--- src/rtl/custom_axi_lite_regs.sv ---
// AXI4-Lite slave register file in front of the custom IP core.
//
// Register map (byte offsets, address bits [3:2] select, [1:0] ignored):
//   0x0 CTRL     bit0 START (write-1, reads 0); pulses enable_o when the core is IDLE
//   0x4 DATA_IN  byte-strobed operand, drives ipreg_data_o
//   0x8 DATA_OUT read-only, live ipreg_data_i
//   0xC STATUS   [1:0] live status_i, bit8 DONE_STICKY, bit9 ERR_STICKY (W1C via wstrb[1])
//
// Ports:
//   clk_i, rst_i            clock, synchronous active-high reset
//   s_axi_aw*/w*/b*         write address / data / response channels
//   s_axi_ar*/r*            read address / data channels
//   ipreg_data_o, enable_o  operand and one-cycle start pulse to the core
//   ipreg_data_i, status_i  result and state from the core
module custom_axi_lite_regs #(
    parameter int unsigned ADDR_WIDTH = 4,
    parameter int unsigned DATA_WIDTH = 32
) (
    input  logic                    clk_i,
    input  logic                    rst_i,
    input  logic [ADDR_WIDTH-1:0]   s_axi_awaddr,
    input  logic                    s_axi_awvalid,
    output logic                    s_axi_awready,
    input  logic [DATA_WIDTH-1:0]   s_axi_wdata,
    input  logic [DATA_WIDTH/8-1:0] s_axi_wstrb,
    input  logic                    s_axi_wvalid,
    output logic                    s_axi_wready,
    output logic [1:0]              s_axi_bresp,
    output logic                    s_axi_bvalid,
    input  logic                    s_axi_bready,
    input  logic [ADDR_WIDTH-1:0]   s_axi_araddr,
    input  logic                    s_axi_arvalid,
    output logic                    s_axi_arready,
    output logic [DATA_WIDTH-1:0]   s_axi_rdata,
    output logic [1:0]              s_axi_rresp,
    output logic                    s_axi_rvalid,
    input  logic                    s_axi_rready,
    output logic [DATA_WIDTH-1:0]   ipreg_data_o,
    output logic                    enable_o,
    input  logic [DATA_WIDTH-1:0]   ipreg_data_i,
    input  logic [1:0]              status_i
);

    typedef enum logic [1:0] {
        StatIdle  = 2'd0,
        StatBusy  = 2'd1,
        StatDone  = 2'd2,
        StatError = 2'd3
    } status_e;

    localparam logic [1:0] RegCtrl    = 2'd0;
    localparam logic [1:0] RegDataIn  = 2'd1;
    localparam logic [1:0] RegDataOut = 2'd2;
    localparam logic [1:0] RegStatus  = 2'd3;

    localparam logic [1:0] RespOkay   = 2'b00;
    localparam logic [1:0] RespSlvErr = 2'b10;

    localparam int unsigned NumBytes = DATA_WIDTH / 8;

    // Held low through reset so no handshake is possible until the cycle after release.
    logic                  ready_en_q, ready_en_d;
    logic                  aw_full_q, aw_full_d;
    logic [ADDR_WIDTH-1:0] aw_addr_q, aw_addr_d;
    logic                  w_full_q, w_full_d;
    logic [DATA_WIDTH-1:0] w_data_q, w_data_d;
    logic [NumBytes-1:0]   w_strb_q, w_strb_d;
    logic                  bvalid_q, bvalid_d;
    logic [1:0]            bresp_q, bresp_d;
    logic                  rvalid_q, rvalid_d;
    logic [DATA_WIDTH-1:0] rdata_q, rdata_d;
    logic [1:0]            rresp_q, rresp_d;
    logic [DATA_WIDTH-1:0] data_in_q, data_in_d;
    logic                  enable_q, enable_d;
    logic                  done_q, done_d;
    logic                  err_q, err_d;

    logic                  aw_hs, w_hs, ar_hs, b_hs, r_hs;
    logic                  wr_exec;
    logic [ADDR_WIDTH-1:0] wr_addr;
    logic [DATA_WIDTH-1:0] wr_data;
    logic [NumBytes-1:0]   wr_strb;
    logic [DATA_WIDTH-1:0] rd_value;
    logic                  unused_addr_bits;

    assign s_axi_awready = ready_en_q & ~aw_full_q & ~bvalid_q;
    assign s_axi_wready  = ready_en_q & ~w_full_q & ~bvalid_q;
    assign s_axi_arready = ready_en_q & ~rvalid_q;
    assign s_axi_bvalid  = bvalid_q;
    assign s_axi_bresp   = bresp_q;
    assign s_axi_rvalid  = rvalid_q;
    assign s_axi_rdata   = rdata_q;
    assign s_axi_rresp   = rresp_q;
    assign ipreg_data_o  = data_in_q;
    assign enable_o      = enable_q;

    assign aw_hs = s_axi_awvalid & s_axi_awready;
    assign w_hs  = s_axi_wvalid & s_axi_wready;
    assign ar_hs = s_axi_arvalid & s_axi_arready;
    assign b_hs  = bvalid_q & s_axi_bready;
    assign r_hs  = rvalid_q & s_axi_rready;

    // A beat arriving this cycle is used directly so execution is not delayed by buffering.
    assign wr_addr = aw_full_q ? aw_addr_q : s_axi_awaddr;
    assign wr_data = w_full_q ? w_data_q : s_axi_wdata;
    assign wr_strb = w_full_q ? w_strb_q : s_axi_wstrb;
    assign wr_exec = (aw_full_q | aw_hs) & (w_full_q | w_hs);

    // Only bits [3:2] decode; the rest of each address is intentionally ignored.
    assign unused_addr_bits = ^{wr_addr, s_axi_araddr};

    // Read mux uses pre-write register values, so a same-cycle write is not visible.
    always_comb begin
        rd_value = '0;
        unique case (s_axi_araddr[3:2])
            RegCtrl:    rd_value = '0;
            RegDataIn:  rd_value = data_in_q;
            RegDataOut: rd_value = ipreg_data_i;
            RegStatus:  rd_value = {{(DATA_WIDTH-10){1'b0}}, err_q, done_q, 6'b0, status_i};
            default:    rd_value = '0;
        endcase
    end

    always_comb begin
        ready_en_d = 1'b1;
        aw_full_d  = aw_full_q;
        aw_addr_d  = aw_addr_q;
        w_full_d   = w_full_q;
        w_data_d   = w_data_q;
        w_strb_d   = w_strb_q;
        bvalid_d   = bvalid_q;
        bresp_d    = bresp_q;
        rvalid_d   = rvalid_q;
        rdata_d    = rdata_q;
        rresp_d    = rresp_q;
        data_in_d  = data_in_q;
        enable_d   = 1'b0;
        done_d     = done_q;
        err_d      = err_q;

        if (aw_hs) begin
            aw_full_d = 1'b1;
            aw_addr_d = s_axi_awaddr;
        end
        if (w_hs) begin
            w_full_d = 1'b1;
            w_data_d = s_axi_wdata;
            w_strb_d = s_axi_wstrb;
        end

        // Readies are low while bvalid is high, so b_hs and wr_exec never coincide.
        if (b_hs) begin
            bvalid_d = 1'b0;
        end

        if (wr_exec) begin
            aw_full_d = 1'b0;
            w_full_d  = 1'b0;
            bvalid_d  = 1'b1;
            bresp_d   = RespOkay;
            unique case (wr_addr[3:2])
                RegCtrl: begin
                    if (wr_strb[0] && wr_data[0]) begin
                        if (status_i == StatIdle) begin
                            enable_d = 1'b1;
                        end else begin
                            bresp_d = RespSlvErr;
                        end
                    end
                end
                RegDataIn: begin
                    for (int b = 0; b < NumBytes; b++) begin
                        if (wr_strb[b]) begin
                            data_in_d[8*b +: 8] = wr_data[8*b +: 8];
                        end
                    end
                end
                RegDataOut: bresp_d = RespSlvErr;
                RegStatus: begin
                    if (wr_strb[1]) begin
                        if (wr_data[8]) done_d = 1'b0;
                        if (wr_data[9]) err_d  = 1'b0;
                    end
                end
                default: bresp_d = RespSlvErr;
            endcase
        end

        // Setting after the clear makes a simultaneous set win.
        if (status_i == StatDone)  done_d = 1'b1;
        if (status_i == StatError) err_d  = 1'b1;

        if (r_hs) begin
            rvalid_d = 1'b0;
        end
        if (ar_hs) begin
            rvalid_d = 1'b1;
            rdata_d  = rd_value;
            rresp_d  = RespOkay;
        end
    end

    always_ff @(posedge clk_i) begin
        if (rst_i) begin
            ready_en_q <= 1'b0;
            aw_full_q  <= 1'b0;
            aw_addr_q  <= '0;
            w_full_q   <= 1'b0;
            w_data_q   <= '0;
            w_strb_q   <= '0;
            bvalid_q   <= 1'b0;
            bresp_q    <= '0;
            rvalid_q   <= 1'b0;
            rdata_q    <= '0;
            rresp_q    <= '0;
            data_in_q  <= '0;
            enable_q   <= 1'b0;
            done_q     <= 1'b0;
            err_q      <= 1'b0;
        end else begin
            ready_en_q <= ready_en_d;
            aw_full_q  <= aw_full_d;
            aw_addr_q  <= aw_addr_d;
            w_full_q   <= w_full_d;
            w_data_q   <= w_data_d;
            w_strb_q   <= w_strb_d;
            bvalid_q   <= bvalid_d;
            bresp_q    <= bresp_d;
            rvalid_q   <= rvalid_d;
            rdata_q    <= rdata_d;
            rresp_q    <= rresp_d;
            data_in_q  <= data_in_d;
            enable_q   <= enable_d;
            done_q     <= done_d;
            err_q      <= err_d;
        end
    end

endmodule
--- config.mk ---
export PLATFORM = sky130hd
export DESIGN_NAME = custom_axi_lite_regs
export DESIGN_NICKNAME = d
export VERILOG_FILES = /design/src/rtl/custom_axi_lite_regs.sv
export SDC_FILE = /design/constraint.sdc
export NUM_CORES = 1
export LEC_CHECK = 0
export CAP_MARGIN = 10
export CORE_MARGIN = 2
export CORE_UTILIZATION = 41
export CTS_BUF_LIST = sky130_fd_sc_hd__clkbuf_16
export CTS_CLUSTER_DIAMETER = 60
export DETAILED_ROUTE_END_ITERATION = 6
export PLACE_DENSITY = 0.72
export SLEW_MARGIN = 40
export SYNTH_ARGS = -nofsm -noshare
export SYNTH_HDL_FRONTEND = slang
export SYNTH_SLANG_ARGS = --single-unit
export TNS_END_PERCENT = 10
--- constraint.sdc ---
create_clock -name clk_i -period 1.8 [get_ports clk_i]
set_clock_uncertainty 0.15 [all_clocks]
set_input_delay 0.36 -clock clk_i [delete_from_list [all_inputs] [get_ports clk_i]]
set_output_delay 0.36 -clock clk_i [all_outputs]
set_load 0.01 [all_outputs]
== Word-level counts from Yosys, hierarchy flattened ==
Cells that the tools add are included.

* Bits in registers: 114
* Input port bits: 85

* Equal/unequal tests: 8
* Mux-type cells: 23
* Bitwise logic cells: 20
* Reductions and logical operators: 22

{| class="wikitable"
|+ Operator list
! kind !! count
|-
| $pmux W32 S4 || 1
|-
| $mux W32 || 1
|-
| $reduce_bool A2 Y1 || 10
|-
| $mux W1 || 16
|-
| $eq A2 B2 Y1 const B || 6
|-
| $reduce_and A3 Y1 || 4
|-
| $and A1 B1 Y1 || 11
|-
| $mux W4 || 2
|-
| $reduce_and A4 Y1 || 2
|-
| $not A1 Y1 || 7
|-
| $logic_not A2 Y1 || 3
|-
| $eq A2 B1 Y1 const B || 2
|-
| $mux W2 || 2
|-
| $pmux W2 S2 || 1
|-
| $reduce_or A4 Y1 || 1
|-
| $or A1 B1 Y1 || 2
|-
| $reduce_or A2 Y1 || 1
|-
| $logic_and A1 B1 Y1 || 1
|}

== Logic depth before layout (Yosys ltp) ==
Gate-level depths: netlist of run 1.

* Word-level depth: 8
* Depth in mapped cells: 7

== Worst setup path before layout of run 1 ==
Ideal clock, no wire load.

* Path kind: reg-to-reg
* Start: register aw_full_q
* End: register data_in_q[4], in the netlist ipreg_data_o[4]
* Library setup time: 0.088 ns
* Data arrival time: 1.657 ns
* Required time: 1.562 ns
* Path slack: -0.095 ns
* Stages on the path, launching flop included: 8
* Period minus slack after synthesis: 1.895 ns
* Cell sequence: dfxtp_1 > buf_2 > or3b_1 > a221oi_2 > buf_4 > buf_6 > a21oi_1 > a311oi_2

* Longest elaborated chain between the ends: 7

{| class="wikitable"
|+ Ends and longest elaborated chain
! what !! line !! text
|-
| start: declaration || 63 || <nowiki>logic aw_full_q, aw_full_d;</nowiki>
|-
| start signal: assignment || 222 || <nowiki>aw_full_q <= aw_full_d;</nowiki>
|-
| $not A1 Y1 || 86 || <nowiki>assign s_axi_awready = ready_en_q & ~aw_full_q & ~bvalid_q;</nowiki>
|-
| $and A1 B1 Y1 (2 in series) || 86 ||
|-
| $and A1 B1 Y1 || 97 || <nowiki>assign aw_hs = s_axi_awvalid & s_axi_awready;</nowiki>
|-
| $or A1 B1 Y1 || 107 || <nowiki>assign wr_exec = (aw_full_q | aw_hs) & (w_full_q | w_hs);</nowiki>
|-
| $and A1 B1 Y1 || 107 ||
|-
| $reduce_and A3 Y1 (no source line) (*) || - ||
|-
| end signal: assignment || 232 || <nowiki>data_in_q <= data_in_d;</nowiki>
|-
| end: declaration || 73 || <nowiki>logic [DATA_WIDTH-1:0] data_in_q, data_in_d;</nowiki>
|}

Mark *: on every way between the ends. The rest lies on a longest branch, timed or not.
A chain may end at the register's enable or synchronous reset.

== Worst setup path after layout of run 1 ==
* Start: register aw_full_q
* End: register data_in_q[21], in the netlist ipreg_data_o[21]

Same word-level chain as after synthesis.

==> impl_metrics.prom, run 1 <==
# TYPE chip_impl_metric gauge
chip_impl_metric{name="length_of_routed_met3_wiring",unit="um"} 810
chip_impl_metric{name="finish.utilization",unit="%"} 62.8
chip_impl_metric{name="h-tree-depth",unit=""} 3
chip_impl_info{name="rsz0062_at_grt",value="yes"} 1
chip_impl_info{name="worst_hold_path.endpoint",value="ready_en_q$_DFF_P_"} 1
chip_impl_info{name="worst_setup_path_end_kind",value="flip-flop"} 1
chip_impl_metric{name="num_rows",unit=""} 39
chip_impl_metric{name="tritoncts.num_buffers",unit=""} 9
chip_impl_info{name="min-delay-start",value="rst_i"} 1
chip_impl_metric{name="nFillCells",unit=""} 962
chip_impl_metric{name="met2_wirelength",unit="mm"} 6.65
chip_impl_metric{name="drv.max_cap_violation_count",unit=""} 0
chip_impl_info{name="yosysTopAreaCell",value="sky130_fd_sc_hd__dfxtp_1"} 1
chip_impl_metric{name="fin_setup_tns",unit="ns"} -0.738
chip_impl_metric{name="detail_route.drc_violations",unit=""} 0
chip_impl_info{name="min_path_type",value="in -> reg"} 1
chip_impl_metric{name="drt-initial-drc-count",unit=""} 254
chip_impl_metric{name="pin_count",unit=""} 159
chip_impl_info{name="ctsRootBufferMaster",value="sky130_fd_sc_hd__clkbuf_16"} 1
chip_impl_info{name="critPathLaunchType",value="flip-flop"} 1
chip_impl_metric{name="drive_gt1_share",unit="%"} 15.4
chip_impl_metric{name="post_synth_num_cell_types",unit=""} 35
chip_impl_metric{name="route.antenna.remaining_nets",unit=""} 0
chip_impl_metric{name="port-buffer-count",unit=""} 151
chip_impl_metric{name="remaining_global_route_overflow",unit=""} 0
chip_impl_info{name="outcome",value="finished with violations"} 1
chip_impl_metric{name="regArea",unit="um2"} 2230
chip_impl_metric{name="yosysWarningCount",unit=""} 0
chip_impl_metric{name="path_max_fanout",unit=""} 6
chip_impl_metric{name="finalNonFillerCells",unit=""} 831
chip_impl_metric{name="crit_arrival",unit="ns"} 1.97
chip_impl_metric{name="initial_utilization",unit="%"} 41.7
chip_impl_metric{name="minimum_clock_period_after_layout",unit="ns"} 1.87
chip_impl_metric{name="fin_total_pwr",unit="mW"} 5.44
chip_impl_info{name="cpMaxStageDelayCell",value="sky130_fd_sc_hd__or3b_4"} 1
chip_impl_metric{name="worst_ep_required_time",unit="ns"} 1.90
chip_impl_metric{name="die_width",unit="um"} 111
chip_impl_metric{name="core_area",unit="um2"} 11300
chip_impl_metric{name="num-nets-final",unit=""} 768
chip_impl_info{name="cts_tree",value="yes"} 1
chip_impl_metric{name="synth-seq-area-share",unit="%"} 47.0
chip_impl_metric{name="largest_vdd_supply_drop",unit="uV"} 579
chip_impl_metric{name="post_detailed_routing_wire_length",unit="mm"} 14.1
chip_impl_metric{name="total_routing_resource_utilization_after_global_routing",unit="%"} 22.1
chip_impl_metric{name="final-hold-violation-count",unit=""} 0
chip_impl_metric{name="routabilityCongestion",unit=""} 0.823
chip_impl_metric{name="num_antenna_cells",unit=""} 0
chip_impl_metric{name="routed_wire_length_per_instance",unit="um"} 17.0
chip_impl_metric{name="pnr_worst_setup_slack",unit="ns"} -0.0713
chip_impl_info{name="reg2reg_to",value="ipreg_data_o[21]$_SDFFE_PP0P_"} 1
chip_impl_info{name="failed_checks",value="setup timing"} 1
chip_impl_metric{name="drt-vias-per-instance",unit=""} 5.43
chip_impl_metric{name="clkSlewWorstSetupHoldPaths",unit="ns"} 0.07
chip_impl_metric{name="slew_viol_final",unit=""} 0
chip_impl_metric{name="netlist_instances",unit=""} 521
chip_impl_metric{name="grt_first_pass_wirelength",unit="mm"} 22.3
chip_impl_metric{name="power.density_cell_area",unit="nW/um2"} 765
chip_impl_metric{name="drt_first_pass_iters",unit=""} 4
chip_impl_metric{name="numPlacedInstances",unit=""} 806
chip_impl_info{name="dr.max_layer_used",value="met4"} 1
chip_impl_info{name="timing.setup.critical_path_class",value="reg -> reg"} 1
chip_impl_metric{name="area_growth_syn_to_layout",unit="%"} 50.5
chip_impl_metric{name="first_global_vias",unit=""} 4285
chip_impl_metric{name="post-route-period-util",unit="%"} 104
chip_impl_metric{name="synth_seq_cells",unit=""} 111
chip_impl_metric{name="number_of_antenna_violations_at_the_first_check_in_global_routing",unit=""} 0
chip_impl_metric{name="power_leakage",unit="nW"} 2.72
chip_impl_metric{name="route.layer.met1.wl",unit="mm"} 6.43
chip_impl_metric{name="dr_total_vias",unit=""} 4513
chip_impl_metric{name="cts-hold-fix-buffers",unit=""} 0
chip_impl_metric{name="clockBufferDepth",unit=""} 2
chip_impl_metric{name="dpl.hpwl",unit="mm"} 9.96
chip_impl_info{name="timing.rr.start",value="aw_full_q$_SDFFE_PP0P_"} 1
chip_impl_metric{name="finalSetupViolCount",unit=""} 21
chip_impl_metric{name="die_h",unit="um"} 111
chip_impl_metric{name="fp.dieArea",unit="um2"} 12400
chip_impl_metric{name="hold_depth",unit=""} 2
chip_impl_metric{name="reg2reg_depth",unit=""} 7
chip_impl_metric{name="synth.avg_cell_area",unit="um2"} 9.07
chip_impl_info{name="yosys-top-cells-area",value="sky130_fd_sc_hd__dfxtp_1 (47%), sky130_fd_sc_hd__mux2i_1 (7.8%), sky130_fd_sc_hd__a21oi_1 (7.6%)"} 1
chip_impl_metric{name="combined_area_of_the_multi_input_logic_cells",unit="um2"} 2340
chip_impl_metric{name="synth_area",unit="um2"} 4720
chip_impl_metric{name="grt_max_degree",unit=""} 38
chip_impl_metric{name="cp_slowest_stage_delay",unit="ns"} 0.38
chip_impl_metric{name="clock_sink_count",unit=""} 111
chip_impl_metric{name="r2r_setup_slack",unit="ns"} -0.07
chip_impl_metric{name="max_freq",unit="GHz"} 0.534
chip_impl_metric{name="dpl_worst_slack",unit="ns"} -0.668
chip_impl_metric{name="clock_insertion_delay_at_the_later_pin_of_the_skew_report",unit="ns"} 0.34
chip_impl_metric{name="netlist.area_leader.share",unit="%"} 47.0
chip_impl_info{name="cp_cell_sequence",value="or3b_4 -> a221oi_4 -> buf_6 -> buf_12 -> buf_16 -> a21oi_2 -> a311oi_2"} 1
## layout by cell type (no fill, tap or decap), types with 8 or more instances in the layout
master                              n
sky130_fd_sc_hd__a311oi_1          16
sky130_fd_sc_hd__clkdlybuf4s50_1  123
sky130_fd_sc_hd__a211oi_1          38
sky130_fd_sc_hd__a21oi_1           63
sky130_fd_sc_hd__dfxtp_2            8
sky130_fd_sc_hd__nand2_1           77
sky130_fd_sc_hd__dfxtp_1          103
sky130_fd_sc_hd__buf_12            11
sky130_fd_sc_hd__a311oi_2           8
sky130_fd_sc_hd__a21oi_2            8
sky130_fd_sc_hd__a22oi_1           32
sky130_fd_sc_hd__dlygate4sd2_1     15
sky130_fd_sc_hd__mux2i_1           37
sky130_fd_sc_hd__clkbuf_16          9
sky130_fd_sc_hd__nor2_1            38
sky130_fd_sc_hd__buf_4             32
sky130_fd_sc_hd__dlymetal6s2s_1    11
sky130_fd_sc_hd__mux2_2             8
## stage by stage
stage | hold WS (ns) | instance area, um2
finish | 0.213 | 7110
floorplan | 0.283 | 4780
global route | 0.214 | 7110
CTS | 0.194 | 7090
global placement | 0.290 | 6660
detailed placement | 0.296 | 6660
## cells by family (layout without fill, tap and decap cells)
logic type	after synthesis	after routing	share of synthesized area (%)
AND/OR/NAND/NOR	132	132	11.6
multiplexers	45	45	9.75
buffers and inverters	54	219	5.22
other	1	3	0.0794
flip-flops	111	111	47.0
AO/OA/AOI/OAI	178	178	26.4
## area by class of cell
cell class	count	area share, %
inverter	2	0.106
timing repair buffer	201	29.4
sequential	111	31.4
multi-input combinational	358	32.9
tap	143	2.52
clock inverter	7	0.458
clock buffer	9	3.17
## power breakdown
part | internal (mW) | switching, mW
sequential | 2.57 | 0.0725
combinational | 0.536 | 0.481
clock | 0.916 | 0.858
## layer usage
metal	vias up	global-route usage [%]
met1	2119	31.0
met3	18	2.78
met4	0	6.83
met2	157	35.8
met5	-	0
li1	2219	-
## timing repair
action,CTS,global route
cloned,4,1
resized for setup,33,20
buffers inserted,5,2
endpoints found under the setup margin,51,49
pin swaps,13,15
## sequential cells by signal (all words and copies together), names as in the netlist, 2 cells and up
signal,count
w_data_q,32
ipreg_data_o,32
s_axi_rdata,32
w_strb_q,4
aw_addr_q,2
## Yosys cell counts, drive strengths merged
| cell | instances |
|---|---|
| inv | 2 |
| mux2i | 37 |
| a31oi | 1 |
| and3b | 1 |
| nor2b | 3 |
| dfxtp | 111 |
| nand3b | 1 |
| or3 | 1 |
| nor3b | 2 |
| o21a | 2 |
| o21ai | 1 |
| and2 | 4 |
| clkbuf | 28 |
| or3b | 1 |
| nand2b | 3 |
| a22oi | 32 |
| a221oi | 1 |
| nor2 | 38 |
| mux2 | 8 |
| buf | 24 |
| a211oi | 40 |
| a21oi | 72 |
| o22ai | 1 |
| nor4 | 1 |
| a22o | 1 |
| a21o | 1 |
| o31ai | 2 |
| conb | 1 |
| a311oi | 24 |
| nand2 | 77 |
## worst max-delay path by stage
stage / cells past startpoint / endpoint / from
2_1_floorplan: 7 / ipreg_data_o[4]$_SDFFE_PP0P_ / aw_full_q$_SDFFE_PP0P_
4_1_cts: 7 / ipreg_data_o[21]$_SDFFE_PP0P_ / aw_full_q$_SDFFE_PP0P_
3_3_place_gp: 6 / ipreg_data_o[30]$_SDFFE_PP0P_ / s_axi_awaddr[2]
5_1_grt: 7 / ipreg_data_o[10]$_SDFFE_PP0P_ / aw_full_q$_SDFFE_PP0P_
6_report: 7 / ipreg_data_o[21]$_SDFFE_PP0P_ / aw_full_q$_SDFFE_PP0P_
3_5_place_dp: 6 / ipreg_data_o[31]$_SDFFE_PP0P_ / s_axi_awaddr[2]
## critical path, delay by kind of cell (launching register included)
family                 cells  cell delay [ns]
AOI/OAI and AO/OA          3             0.52
and+or+nand+nor            1             0.38
buffers and inverters      3             0.40
DFF                        1             0.33
Power figures use the tool's default switching activity.
==> run 2, diff against run 1 <==
--- a/config.mk
+++ b/config.mk
@@ -7,11 +7,13 @@
 export LEC_CHECK = 0
 export CAP_MARGIN = 10
 export CORE_MARGIN = 2
-export CORE_UTILIZATION = 41
+export CORE_UTILIZATION = 57
 export CTS_BUF_LIST = sky130_fd_sc_hd__clkbuf_16
 export CTS_CLUSTER_DIAMETER = 60
 export DETAILED_ROUTE_END_ITERATION = 6
-export PLACE_DENSITY = 0.72
+export DONT_BUFFER_PORTS = 1
+export PLACE_DENSITY = 0.71
+export SETUP_SLACK_MARGIN = 0.15
 export SLEW_MARGIN = 40
 export SYNTH_ARGS = -nofsm -noshare
 export SYNTH_HDL_FRONTEND = slang
==> impl_metrics.prom, run 2 (same netlist as run 1, synthesis figures left out) <==
# TYPE chip_impl_metric gauge
chip_impl_metric{name="grt_max_degree",unit=""} 108
chip_impl_metric{name="die_h",unit="um"} 95.0
chip_impl_metric{name="largest_vdd_supply_drop",unit="uV"} 638
chip_impl_metric{name="num_antenna_cells",unit=""} 0
chip_impl_metric{name="h-tree-depth",unit=""} 3
chip_impl_metric{name="tritoncts.num_buffers",unit=""} 9
chip_impl_metric{name="drt-vias-per-instance",unit=""} 6.08
chip_impl_metric{name="pnr_worst_setup_slack",unit="ns"} -0.0747
chip_impl_metric{name="num_rows",unit=""} 33
chip_impl_info{name="ctsRootBufferMaster",value="sky130_fd_sc_hd__clkbuf_16"} 1
chip_impl_metric{name="minimum_clock_period_after_layout",unit="ns"} 1.87
chip_impl_info{name="critPathLaunchType",value="flip-flop"} 1
chip_impl_metric{name="dpl_worst_slack",unit="ns"} -0.162
chip_impl_metric{name="finalSetupViolCount",unit=""} 24
chip_impl_metric{name="fp.dieArea",unit="um2"} 9030
chip_impl_metric{name="first_global_vias",unit=""} 3310
chip_impl_metric{name="drv.max_cap_violation_count",unit=""} 0
chip_impl_metric{name="total_routing_resource_utilization_after_global_routing",unit="%"} 24.6
chip_impl_info{name="worst_setup_path_end_kind",value="flip-flop"} 1
chip_impl_info{name="layout.cells.most_common",value="sky130_fd_sc_hd__dfxtp_1"} 1
chip_impl_metric{name="hold_depth",unit=""} 1
chip_impl_info{name="rsz0062_at_grt",value="yes"} 1
chip_impl_metric{name="drive_gt1_share",unit="%"} 17.0
chip_impl_metric{name="dpl.hpwl",unit="mm"} 7.91
chip_impl_metric{name="finalHoldWorstSlack",unit="ns"} -0.0627
chip_impl_metric{name="pin_count",unit=""} 159
chip_impl_metric{name="area_growth_syn_to_layout",unit="%"} 14.9
chip_impl_metric{name="post_detailed_routing_wire_length",unit="mm"} 11.7
chip_impl_metric{name="clockBufferDepth",unit=""} 2
chip_impl_metric{name="initial_utilization",unit="%"} 58.1
chip_impl_metric{name="number_of_antenna_violations_at_the_first_check_in_global_routing",unit=""} 0
chip_impl_metric{name="clkSlewWorstSetupHoldPaths",unit="ns"} 0.07
chip_impl_metric{name="crit_arrival",unit="ns"} 1.97
chip_impl_metric{name="worst_ep_required_time",unit="ns"} 1.90
chip_impl_metric{name="power.density_cell_area",unit="nW/um2"} 937
chip_impl_metric{name="clock_insertion_delay_at_the_later_pin_of_the_skew_report",unit="ns"} 0.33
chip_impl_info{name="min_path_type",value="in -> reg"} 1
chip_impl_info{name="layout_common_cells",value="sky130_fd_sc_hd__dfxtp_1 (109), sky130_fd_sc_hd__nand2_1 (77), sky130_fd_sc_hd__a21oi_1 (63)"} 1
chip_impl_metric{name="routed_wire_length_per_instance",unit="um"} 18.6
chip_impl_metric{name="dr_total_vias",unit=""} 3810
chip_impl_metric{name="drt-initial-drc-count",unit=""} 249
chip_impl_metric{name="final-hold-violation-count",unit=""} 93
chip_impl_metric{name="power_leakage",unit="nW"} 1.81
chip_impl_metric{name="path_max_fanout",unit=""} 7
chip_impl_metric{name="r2r_setup_slack",unit="ns"} -0.07
chip_impl_metric{name="max_freq",unit="GHz"} 0.533
chip_impl_metric{name="detail_route.drc_violations",unit=""} 0
chip_impl_metric{name="reg2reg_depth",unit=""} 7
chip_impl_metric{name="route.antenna.remaining_nets",unit=""} 0
chip_impl_metric{name="cts-hold-fix-buffers",unit=""} 1
chip_impl_metric{name="clock_sink_count",unit=""} 111
chip_impl_metric{name="routabilityCongestion",unit=""} 0.840
chip_impl_metric{name="fin_setup_tns",unit="ns"} -1.06
chip_impl_metric{name="post-route-period-util",unit="%"} 104
chip_impl_metric{name="die_width",unit="um"} 95.0
chip_impl_metric{name="core_area",unit="um2"} 8130
chip_impl_metric{name="grt_first_pass_wirelength",unit="mm"} 17.2
chip_impl_info{name="cts_tree",value="yes"} 1
chip_impl_info{name="outcome",value="finished with violations"} 1
chip_impl_metric{name="slew_viol_final",unit=""} 0
chip_impl_metric{name="port-buffer-count",unit=""} 0
chip_impl_metric{name="drt_first_pass_iters",unit=""} 5
chip_impl_metric{name="remaining_global_route_overflow",unit=""} 0
chip_impl_metric{name="num-nets-final",unit=""} 602
chip_impl_info{name="timing.setup.critical_path_class",value="reg -> reg"} 1
chip_impl_info{name="failed_checks",value="hold timing, setup timing"} 1
==> run 2: what timing repair did <==
item                                   in CTS  in global routing
setup endpoints to repair                  55                 96
resized for setup                           9                  9
pin swaps                                  10                  1
gates cloned                                2                  1
buffers inserted                            3                  5
endpoints found under the hold margin     107                106
==> run 2: area by class of cell <==
class	instances	area, um2
clock buffer	9	225
clock inverter	7	50.0
fill	662	2700
inverter	2	7.51
multi-input combinational	358	2360
sequential	111	2220
tap	105	131
timing repair buffer	35	429
==> run 2: worst paths after layout <==
kind                                        end                       from
hold reg to reg       w_data_q[11]$_SDFFE_PP0P_  w_data_q[11]$_SDFFE_PP0P_
setup reg to reg  ipreg_data_o[13]$_SDFFE_PP0P_     aw_full_q$_SDFFE_PP0P_
setup / recovery  ipreg_data_o[13]$_SDFFE_PP0P_     aw_full_q$_SDFFE_PP0P_
hold / removal     s_axi_rdata[23]$_SDFFE_PP0P_                      rst_i
==> run 2: worst max-delay path, cell delays in order (launching register included) <==
cell and delay, ns:
sky130_fd_sc_hd__dfxtp_1 0.31, sky130_fd_sc_hd__or3b_4 0.40, sky130_fd_sc_hd__a221oi_4 0.24, sky130_fd_sc_hd__buf_6 0.19, sky130_fd_sc_hd__buf_12 0.12, sky130_fd_sc_hd__buf_16 0.11, sky130_fd_sc_hd__a21oi_1 0.06, sky130_fd_sc_hd__a211oi_1 0.20
==> run 2: metrics by stage <==
stage / hold slack, ns / total power, mW / cells / util (%) / instance area, um2
global route: -0.0767 / 5.30 / 627 / 66.8 / 5430
CTS: -0.0636 / 5.11 / 621 / 65.6 / 5330
finish: -0.0627 / 5.09 / 627 / 66.8 / 5430
global placement: 0.283 / 3.25 / 599 / 60.4 / 4910
detailed placement: 0.287 / 3.27 / 599 / 60.4 / 4910
floorplan: 0.283 / 3.17 / 523 / - / 4780
==> run 2: report_power, final <==
group          internal [mW]  switching, mW  total (mW)
Combinational          0.257          0.328       0.585
Sequential              2.57          0.105        2.68
Clock                  0.942          0.886        1.83
==> run 2: per-layer routing <==
| metal | vias to the layer above | routed length [um] | global-route usage, % | part of all wire, % |
|---|---|---|---|---|
| met2 | 133 | 5210 | 36.3 | 45 |
| li1 | 1888 | - | - | - |
| met3 | 9 | 975 | 7.51 | 8.3 |
| met1 | 1780 | 5380 | 35.2 | 46 |
| met5 | - | 0 | 0 | 0 |
| met4 | 0 | 123 | 6.16 | 1.1 |
==> run 3, diff against run 2 <==
--- a/config.mk
+++ b/config.mk
@@ -7,12 +7,12 @@
 export LEC_CHECK = 0
 export CAP_MARGIN = 10
 export CORE_MARGIN = 2
-export CORE_UTILIZATION = 57
+export CORE_UTILIZATION = 40
 export CTS_BUF_LIST = sky130_fd_sc_hd__clkbuf_16
 export CTS_CLUSTER_DIAMETER = 60
 export DETAILED_ROUTE_END_ITERATION = 6
 export DONT_BUFFER_PORTS = 1
-export PLACE_DENSITY = 0.71
+export PLACE_DENSITY = 0.52
 export SETUP_SLACK_MARGIN = 0.15
 export SLEW_MARGIN = 40
 export SYNTH_ARGS = -nofsm -noshare
==> constraint.sdc (replaced) <==
create_clock -name clk_i -period 1.8 [get_ports clk_i]
set_clock_uncertainty 0.15 [all_clocks]
set_input_delay 0.27 -clock clk_i [delete_from_list [all_inputs] [get_ports clk_i]]
set_output_delay 0.27 -clock clk_i [all_outputs]
set_load 0.01 [all_outputs]
==> impl_metrics.prom, run 3 (same netlist as run 1, synthesis figures left out) <==
# TYPE chip_impl_metric gauge
chip_impl_info{name="outcome",value="finished with violations"} 1
chip_impl_info{name="failed_checks",value="hold timing, setup timing"} 1
chip_impl_metric{name="cts-hold-fix-buffers",unit=""} 3
chip_impl_info{name="layout.cells.most_common",value="sky130_fd_sc_hd__dfxtp_1"} 1
chip_impl_metric{name="slew_viol_final",unit=""} 0
chip_impl_metric{name="initial_utilization",unit="%"} 41.2
chip_impl_metric{name="drive_gt1_share",unit="%"} 16.0
chip_impl_metric{name="fin_setup_tns",unit="ns"} -1.04
chip_impl_metric{name="cp.buffers_inverters",unit=""} 2
chip_impl_metric{name="crit_arrival",unit="ns"} 1.98
chip_impl_metric{name="hold_depth",unit=""} 1
chip_impl_metric{name="power.density_cell_area",unit="nW/um2"} 927
chip_impl_metric{name="die_width",unit="um"} 113
chip_impl_metric{name="num_rows",unit=""} 39
chip_impl_info{name="worst_setup_path_end_kind",value="flip-flop"} 1
chip_impl_info{name="rsz0062_at_grt",value="yes"} 1
chip_impl_metric{name="total_routing_resource_utilization_after_global_routing",unit="%"} 19.4
chip_impl_metric{name="core_area",unit="um2"} 11500
chip_impl_metric{name="grt_max_degree",unit=""} 108
chip_impl_info{name="critical_path.top_delay_family",value="compound AO/OA/AOI/OAI gates"} 1
chip_impl_metric{name="power_frac_seq",unit="%"} 52.8
chip_impl_metric{name="minimum_clock_period_after_layout",unit="ns"} 1.87
chip_impl_metric{name="worst_ep_required_time",unit="ns"} 1.90
chip_impl_metric{name="sw_frac_of_total",unit="%"} 25.9
chip_impl_metric{name="clock_sink_count",unit=""} 111
chip_impl_metric{name="fp.dieArea",unit="um2"} 12700
chip_impl_metric{name="largest_vdd_supply_drop",unit="uV"} 433
chip_impl_metric{name="power_leakage",unit="nW"} 1.81
chip_impl_info{name="ctsRootBufferMaster",value="sky130_fd_sc_hd__clkbuf_16"} 1
chip_impl_metric{name="die_h",unit="um"} 113
chip_impl_metric{name="post_detailed_routing_wire_length",unit="mm"} 12.5
chip_impl_metric{name="post-route-period-util",unit="%"} 104
chip_impl_metric{name="combinational_power_share",unit="%"} 11.9
chip_impl_info{name="critPathLaunchType",value="flip-flop"} 1
chip_impl_info{name="cpMaxStageDelayCell",value="sky130_fd_sc_hd__or3b_4"} 1
chip_impl_info{name="layout_common_cells",value="sky130_fd_sc_hd__dfxtp_1 (108), sky130_fd_sc_hd__nand2_1 (77), sky130_fd_sc_hd__a21oi_1 (63)"} 1
chip_impl_metric{name="clkPwrFrac",unit="%"} 35.3
chip_impl_metric{name="route.antenna.remaining_nets",unit=""} 0
chip_impl_metric{name="routed_wire_length_per_instance",unit="um"} 18.9
chip_impl_metric{name="clockBufferDepth",unit=""} 2
chip_impl_metric{name="num_antenna_cells",unit=""} 0
chip_impl_metric{name="final-hold-violation-count",unit=""} 106
chip_impl_metric{name="max_freq",unit="GHz"} 0.534
chip_impl_metric{name="netSwitchingPower",unit="mW"} 1.32
chip_impl_metric{name="routabilityCongestion",unit=""} 0.771
chip_impl_metric{name="dr_total_vias",unit=""} 3803
chip_impl_metric{name="grt_first_pass_wirelength",unit="mm"} 19.5
chip_impl_info{name="crit_top_cell",value="sky130_fd_sc_hd__buf_12"} 1
chip_impl_metric{name="number_of_antenna_violations_at_the_first_check_in_global_routing",unit=""} 0
chip_impl_metric{name="finalSetupViolCount",unit=""} 31
chip_impl_metric{name="clkSlewWorstSetupHoldPaths",unit="ns"} 0.07
chip_impl_metric{name="first_global_vias",unit=""} 3454
chip_impl_metric{name="numPlacedInstances",unit=""} 639
chip_impl_metric{name="power_report.internal_total",unit="mW"} 3.76
chip_impl_metric{name="cp_slowest_stage_delay",unit="ns"} 0.40
chip_impl_metric{name="remaining_global_route_overflow",unit=""} 0
chip_impl_metric{name="port-buffer-count",unit=""} 0
chip_impl_metric{name="finalHoldWorstSlack",unit="ns"} -0.166
chip_impl_metric{name="path_max_fanout",unit=""} 12
chip_impl_metric{name="drt-vias-per-instance",unit=""} 5.74
chip_impl_metric{name="worst-path-stages",unit=""} 6
chip_impl_metric{name="drt_first_pass_iters",unit=""} 5
chip_impl_info{name="min_path_type",value="in -> reg"} 1
chip_impl_metric{name="clock_insertion_delay_at_the_later_pin_of_the_skew_report",unit="ns"} 0.35
chip_impl_metric{name="num-nets-final",unit=""} 600
chip_impl_metric{name="dpl.hpwl",unit="mm"} 8.64
chip_impl_metric{name="reg2reg_depth",unit=""} 6
chip_impl_info{name="cp_cell_sequence",value="or3b_4 -> a221oi_4 -> buf_12 -> buf_12 -> a21oi_1 -> a311oi_1"} 1
chip_impl_metric{name="fin_total_pwr",unit="mW"} 5.07
chip_impl_metric{name="tritoncts.num_buffers",unit=""} 9
chip_impl_metric{name="pin_count",unit=""} 159
chip_impl_metric{name="pnr_worst_setup_slack",unit="ns"} -0.0713
chip_impl_metric{name="finalNonFillerCells",unit=""} 663
chip_impl_metric{name="detail_route.drc_violations",unit=""} 0
chip_impl_metric{name="h-tree-depth",unit=""} 3
chip_impl_metric{name="area_growth_syn_to_layout",unit="%"} 15.9
chip_impl_info{name="timing.setup.critical_path_class",value="reg -> reg"} 1
chip_impl_metric{name="drt-initial-drc-count",unit=""} 212
chip_impl_metric{name="drv.max_cap_violation_count",unit=""} 0
chip_impl_info{name="cts_tree",value="yes"} 1
## run 3: cell count changes in the layout (fill, tap and decap cells not counted), sizes merged
| cell | before | now |
|---|---|---|
| inv | 5 | 4 |
| dlygate4sd3 | 1 | 3 |
| buf | 33 | 29 |
| clkinv | 3 | 4 |
## run 3: final cells by class
type                    count  area (um2)
multi-input cells         358        2360
flip-flops and latches    111        2230
clock buffers               9         225
fillers                  1116        5990
clock inverters             7        32.5
inverters                   2        7.51
repair buffers             33         440
well taps                 143         179
## run 3: layer usage
layer | GRT usage [%] | part of all wire (%)
met5 | 0 | 0
met4 | 5.85 | 1.3
met3 | 5.89 | 9.2
met2 | 26.9 | 42
met1 | 28.8 | 47
## run 3: power by group through the flow
| stage | Clock [mW] | Combinational (mW) | Sequential [mW] |
|---|---|---|---|
| CTS | 1.86 | 0.593 | 2.68 |
| finish | 1.79 | 0.603 | 2.68 |
| global route | 1.96 | 0.669 | 2.69 |
| floorplan | 0 | 0.461 | 2.71 |
| detailed placement | 0 | 0.566 | 2.74 |
| global placement | 0 | 0.556 | 2.73 |
## run 3: path summary, 6_finish.rpt
path	slack, ns	to	startpoint
min	-0.17	s_axi_rdata[19]$_SDFFE_PP0P_	rst_i
max reg2reg	-0.07	ipreg_data_o[6]$_SDFFE_PP0P_	aw_full_q$_SDFFE_PP0P_
min reg2reg	0.30	w_data_q[1]$_SDFFE_PP0P_	w_data_q[1]$_SDFFE_PP0P_
max	-0.07	ipreg_data_o[6]$_SDFFE_PP0P_	aw_full_q$_SDFFE_PP0P_
## run 3: repair_timing
action	4_1_cts	5_1_grt
hold endpoints to repair	108	106
resized for setup	7	12
endpoints found under the setup margin	33	74
cloned	2	1
buffers inserted	1	1
pin swaps	22	4
## run 3: metrics by stage
step / hold WS, ns / setup WS, ns / utilization, % / area (um2)
3_5_place_dp: 0.205 / -0.146 / 43.7 / 5010
6_report: -0.166 / -0.0713 / 47.7 / 5470
4_1_cts: -0.169 / -0.0653 / 47.1 / 5410
2_1_floorplan: 0.256 / -0.0428 / - / 4780
5_1_grt: -0.180 / -0.142 / 47.7 / 5470
3_3_place_gp: 0.202 / -0.0852 / 43.7 / 5010
